### config.mk
export PLATFORM = sky130hd
export DESIGN_NAME = hex_display_scanner
export DESIGN_NICKNAME = d
export VERILOG_FILES = /design/src/rtl/hex_display_scanner.sv
export SDC_FILE = /design/constraint.sdc
export NUM_CORES = 1
export LEC_CHECK = 0
export ABC_AREA = 1
export CORE_UTILIZATION = 25
export DETAILED_ROUTE_END_ITERATION = 16
export SETUP_SLACK_MARGIN = 0.1
export SLEW_MARGIN = 15
export SYNTH_ARGS = -nofsm -noshare
export SYNTH_HDL_FRONTEND = slang
export SYNTH_SLANG_ARGS = --single-unit
### constraint.sdc
create_clock -name clk -period 3.6 [get_ports clk]
set_input_delay 1.08 -clock clk [delete_from_list [all_inputs] [get_ports clk]]
set_output_delay 1.08 -clock clk [all_outputs]
set_load 0.01 [all_outputs]
### src/rtl/hex_display_scanner.sv
// hex_display_scanner
// Time-multiplexed driver for a bank of 7-segment digits. A packed hex value is
// captured into a pending register on load. At each frame boundary it is copied
// into the display register, which is then scanned one digit per PRESCALE-cycle slot.
// Optional build macro: LEADING_ZERO_BLANK_EN. When it is defined, leading zero
// digits are darkened automatically; digit 0 always stays lit.
module hex_display_scanner #(
   parameter int DIGITS     = 4,
   parameter int PRESCALE   = 50000,
   parameter int ACTIVE_LOW = 0
) (
   input  logic                clk,
   input  logic                rst_n,
   input  logic                load,
   input  logic [4*DIGITS-1:0] value,
   input  logic [DIGITS-1:0]   blank_mask,
   output logic [6:0]          seg_out,
   output logic [DIGITS-1:0]   dig_sel,
   output logic                frame_done
);

   localparam int                PW       = (PRESCALE > 1) ? $clog2(PRESCALE) : 1;
   localparam int                IW       = (DIGITS > 1) ? $clog2(DIGITS) : 1;
   localparam logic [PW-1:0]     PRE_LAST = PW'(PRESCALE - 1);
   localparam logic [IW-1:0]     IDX_LAST = IW'(DIGITS - 1);
   localparam logic [6:0]        SEG_OFF  = (ACTIVE_LOW != 0) ? 7'h7F : 7'h00;
   localparam logic [DIGITS-1:0] DIG_OFF  = (ACTIVE_LOW != 0) ? {DIGITS{1'b1}} : {DIGITS{1'b0}};

   // Hex nibble to active-high segment pattern, bit order gfedcba.
   function automatic logic [6:0] hex_to_seg(input logic [3:0] nib);
      logic [6:0] s;
      case (nib)
         4'h0:    s = 7'h3F;
         4'h1:    s = 7'h06;
         4'h2:    s = 7'h5B;
         4'h3:    s = 7'h4F;
         4'h4:    s = 7'h66;
         4'h5:    s = 7'h6D;
         4'h6:    s = 7'h7D;
         4'h7:    s = 7'h07;
         4'h8:    s = 7'h7F;
         4'h9:    s = 7'h6F;
         4'hA:    s = 7'h77;
         4'hB:    s = 7'h7C;
         4'hC:    s = 7'h39;
         4'hD:    s = 7'h5E;
         4'hE:    s = 7'h79;
         default: s = 7'h71;
      endcase
      return s;
   endfunction

   logic [PW-1:0]       pre_cnt_q, pre_cnt_d;
   logic [IW-1:0]       idx_q, idx_d;
   logic                slot_end;
   logic                frame_q, frame_d;
   logic [4*DIGITS-1:0] pend_val_q, pend_val_d;
   logic [DIGITS-1:0]   pend_blank_q, pend_blank_d;
   logic [4*DIGITS-1:0] disp_val_q, disp_val_d;
   logic [DIGITS-1:0]   disp_blank_q, disp_blank_d;
   logic [6:0]          seg_q, seg_d;
   logic [DIGITS-1:0]   dig_q, dig_d;
   logic [DIGITS-1:0]   lz_blank;
   logic [DIGITS-1:0]   dark;
   logic [3:0]          cur_nib;
   logic                cur_dark;

   // Slot and digit counters. frame_d anticipates the wrap so frame_done is a
   // clean register that is high exactly in the cycle whose closing edge wraps idx.
   always_comb begin
      slot_end  = (pre_cnt_q == PRE_LAST);
      pre_cnt_d = slot_end ? '0 : pre_cnt_q + PW'(1);
      idx_d     = idx_q;
      if (slot_end) begin
         idx_d = (idx_q == IDX_LAST) ? '0 : idx_q + IW'(1);
      end
      frame_d = (pre_cnt_d == PRE_LAST) && (idx_d == IDX_LAST);
   end

   // Pending/display pairs. The display pair only changes at a frame boundary and
   // takes the post-load pending pair, so a load in the boundary cycle goes straight through.
   always_comb begin
      pend_val_d   = pend_val_q;
      pend_blank_d = pend_blank_q;
      disp_val_d   = disp_val_q;
      disp_blank_d = disp_blank_q;
      if (load) begin
         pend_val_d   = value;
         pend_blank_d = blank_mask;
      end
      if (frame_q) begin
         disp_val_d   = pend_val_d;
         disp_blank_d = pend_blank_d;
      end
   end

`ifdef LEADING_ZERO_BLANK_EN
   logic upper_zero;

   // Digit i is a leading zero when it and every higher nibble are zero; digit 0 is exempt.
   always_comb begin
      upper_zero = 1'b1;
      lz_blank   = '0;
      for (int i = DIGITS - 1; i >= 1; i--) begin
         upper_zero  = upper_zero & (disp_val_q[4*i +: 4] == 4'h0);
         lz_blank[i] = upper_zero;
      end
   end
`else
   assign lz_blank = '0;
`endif

   assign dark = disp_blank_q | lz_blank;

   // Select the current digit, decode it, and apply pin polarity last.
   always_comb begin
      cur_nib  = 4'h0;
      cur_dark = 1'b1;
      dig_d    = '0;
      for (int i = 0; i < DIGITS; i++) begin
         if (idx_q == IW'(i)) begin
            cur_nib  = disp_val_q[4*i +: 4];
            cur_dark = dark[i];
            dig_d[i] = 1'b1;
         end
      end
      seg_d = cur_dark ? 7'h00 : hex_to_seg(cur_nib);
      if (ACTIVE_LOW != 0) begin
         seg_d = ~seg_d;
         dig_d = ~dig_d;
      end
   end

   // State registers; reset leaves the display blank and both output buses off.
   always_ff @(posedge clk or negedge rst_n) begin
      if (!rst_n) begin
         pre_cnt_q    <= '0;
         idx_q        <= '0;
         frame_q      <= 1'b0;
         pend_val_q   <= '0;
         pend_blank_q <= '1;
         disp_val_q   <= '0;
         disp_blank_q <= '1;
         seg_q        <= SEG_OFF;
         dig_q        <= DIG_OFF;
      end else begin
         pre_cnt_q    <= pre_cnt_d;
         idx_q        <= idx_d;
         frame_q      <= frame_d;
         pend_val_q   <= pend_val_d;
         pend_blank_q <= pend_blank_d;
         disp_val_q   <= disp_val_d;
         disp_blank_q <= disp_blank_d;
         seg_q        <= seg_d;
         dig_q        <= dig_d;
      end
   end

   assign seg_out    = seg_q;
   assign dig_sel    = dig_q;
   assign frame_done = frame_q;

endmodule

==> summary.md <==
| Metric | Value |
|---|---|
| Outcome | `completed` |
| Final routed wire length divided by cell count | `11.9 um` |
| Hold Crit Depth | `1` |
| WHS | `0.493 ns` |
| Drt total wl | `6830 um` |
| CTS buffer count | `9` |
| Hold Fails Final Rpt | `0` |
| Vias per cell | `4.26` |
| Diodes inserted | `0` |
| DRC violations left | `0` |
| Crit path capture type | `flip-flop` |
| Die Span Y | `118 um` |
| Crit start category | `flip-flop` |
| Die width | `118 um` |
| Max Clk Rate | `406 MHz` |
| CP max stage delay | `0.40 ns` |
| Synth Area per Inst | `9.65 um2` |
| Final Setup Violations | `0` |
| Mapped Area | `3370 um2` |
| Flops & latches, synth | `70` |
| Crit-path cells | `inv_1, ha_1, inv_2, nand2_1, o21ai_0, a22oi_1, inv_1, ha_1, or2_1, nand2_1, o21ai_1, nor2_1` |
| I/O pin cnt | `35` |
| I/O Buffers | `34` |
| Yosys top cell by area | `dfrtp_1` |
| Nets | `425` |
| Share of the synthesized area in the top cell type | `46.1%` |
| Power Density | `434 nW/um2` |
| Commonest non-fill, non-tap cell in the layout | `nand2_1` |
| Dpl cells | `556` |
| Worst slew margin | `52.2%` |
| FILL cells | `1330` |
| Worst EP required | `3.86 ns` |
| Area after DPL | `3930 um2` |
| Skew final | `0.00278 ns` |
| Unrepaired setup endpoints after global routing | `no` |
| Net Count, Synth | `383` |
| Number of DRC markers in iteration 0 | `98` |
| Clock-pin slew on the worst setup and hold paths | `0.06 ns` |
| Tot GR Track Use | `10.9%` |
| Layout overhead on the synthesized area | `26.3%` |
| Core region area | `13200 um2` |
| Worst R2R Setup Slack | `1.14 ns` |
| Clock Latency Late Sink | `0.33 ns` |
| Initial antenna violation count | `0` |
| Crit path depth | `12` |
| Drt first pass iters | `4` |
| Critical Path AT | `2.72 ns` |
| VDD IR max | `280 uV` |
| CP Buf/Inv Count | `3` |
| Critical-path top delay cell | `dfrtp_1` |
| Sequential share of the synthesized area | `52.3%` |
| Global route total overflow | `0` |
| Leak | `1.96 nW` |
| Vias in the first global route | `2501` |
| Tmin final | `2.46 ns` |
| Crit path max fanout | `6` |
| Starting Density | `25.5%` |
| Hold Crit Class | `flip-flop to flip-flop` |
| Worst Tran Pin Value | `0.718 ns` |
| Yosys warnings | `0` |
| Sum of negative setup slack | `0 ns` |
| Number of max-cap violations | `0` |
| Most frequent cells in the layout | `nand2_1, dfrtp_1, inv_1` |
| Gpl congestion | `0.866` |
| TritonCTS clock tree | `built` |
| CTS H-tree depth | `3` |
| Post-CTS Setup Bufs | `0` |
| Largest net degree at the start of global routing | `40` |
| Die area | `13900 um2` |
| Post-cts repair resize count | `0` |
| Reg2reg path depth | `12` |
| Final Cell Area | `4250 um2` |
| Final period utilization | `68.4%` |
| Final ANT Viol Nets | `0` |
| Clock sinks | `70` |
| Share of layout cells above drive strength 1 | `21.5%` |
| Synth top area cells | `dfrtp_1, mux2_2, nand2_1` |
| Mapped Cells | `349` |
| CP top delay family | `adder cells` |
| First-pass GRT wire length | `12000 um` |
| Hold buffers post-CTS | `0` |
| Clock buffer depth | `2` |
| Max Transition Viols Final | `0` |
| Rows | `42` |
| Via Count | `2439` |
| Finished Layout Cells | `572` |
| CTS root buffer | `clkbuf_16` |
| HPWL after detailed placement | `5030 um` |
| Setup Crit Path Kind | `flip-flop to flip-flop` |
| Count of cell types in the netlist | `33` |
flip-flops by register name (all words and copies together) (netlist names):
signal / count
pend_blank_q: 4
frame_done: 1
disp_val_q: 16
pre_cnt_q: 16
seg_out: 7
dig_sel: 4
pend_val_q: 16
idx_q: 2
dark: 4
Yosys cell counts:
cell,n
a21oi_1,13
dfrtp_1,62
buf_2,4
clkinv_1,2
mux2_2,33
nor2_2,4
o21ai_2,1
nand4_1,6
or2_2,2
o21ai_1,5
nor2_1,31
dfstp_2,8
or2_1,2
a22oi_1,2
nand2_1,67
o211ai_1,1
o21bai_1,2
nand3_2,3
nand3b_1,1
inv_1,38
inv_2,5
ha_1,11
nand3_1,13
nor3_2,2
nor3_1,3
nor2_4,3
o22ai_1,1
nand2_4,1
a31oi_1,1
xor2_1,2
clkbuf_1,2
o21ai_0,14
nand2_2,4
layout make-up:
class | instances | area, um2 | area share, %
inverter | 45 | 169 | 3.97
multi-input combinational | 228 | 1410 | 33.1
clock inverter | 6 | 93.8 | 2.21
tap | 176 | 220 | 5.18
timing repair buffer | 37 | 370 | 8.71
sequential | 70 | 1760 | 41.4
clock buffer | 10 | 229 | 5.38
path summary, 6_finish.rpt:
| path | from | end |
|---|---|---|
| worst max register to register | idx_q[1]$_DFF_PN0_ | seg_out[3]$_DFF_PN0_ |
| max in group asynchronous | rst_n | pend_blank_q[3]$_DFF_PN1_ |
| worst max-delay path | idx_q[1]$_DFF_PN0_ | seg_out[3]$_DFF_PN0_ |
| worst min register to register | pre_cnt_q[0]$_DFF_PN0_ | pre_cnt_q[0]$_DFF_PN0_ |
| worst min-delay path | pre_cnt_q[0]$_DFF_PN0_ | pre_cnt_q[0]$_DFF_PN0_ |
| min in group asynchronous | rst_n | pend_val_q[4]$_DFF_PN0_ |
logic make-up after synthesis:
| family | Yosys count | share of synthesized area (%) |
|---|---|---|
| fa+ha+maj | 11 | 4.09 |
| flops | 70 | 52.3 |
| simple gates | 142 | 19.7 |
| compound gates | 40 | 6.50 |
| mux | 33 | 11.0 |
| buf+inv | 51 | 5.83 |
| xor+xnor | 2 | 0.520 |
stage by stage:
step / setup slack [ns] / total power [mW] / utilization [%]
finish: 1.14 / 1.85 / 32.2
global route: 0.870 / 1.91 / 32.2
CTS: 1.13 / 1.87 / 32.2
detailed placement: 1.00 / 0.912 / 29.8
global placement: 1.03 / 0.908 / 29.8
floorplan: 1.44 / 0.861 / -
routing by layer:
layer | routed length [um] | track usage, % | part of all wire, % | vias to the layer above
met4 | 144 | 4.09 | 2.1 | 0
li1 | - | - | - | 1219
met3 | 315 | 3.20 | 4.6 | 13
met1 | 3120 | 13.7 | 46 | 1153
met2 | 3250 | 17.7 | 48 | 54
met5 | 0 | 0 | 0 | -
power by group:
part | switching, mW | internal, mW
clock network | 0.340 | 0.612
registers | 0.00485 | 0.813
logic | 0.0336 | 0.0435
total | 0.378 | 1.47
Power figures use the tool's default switching activity.
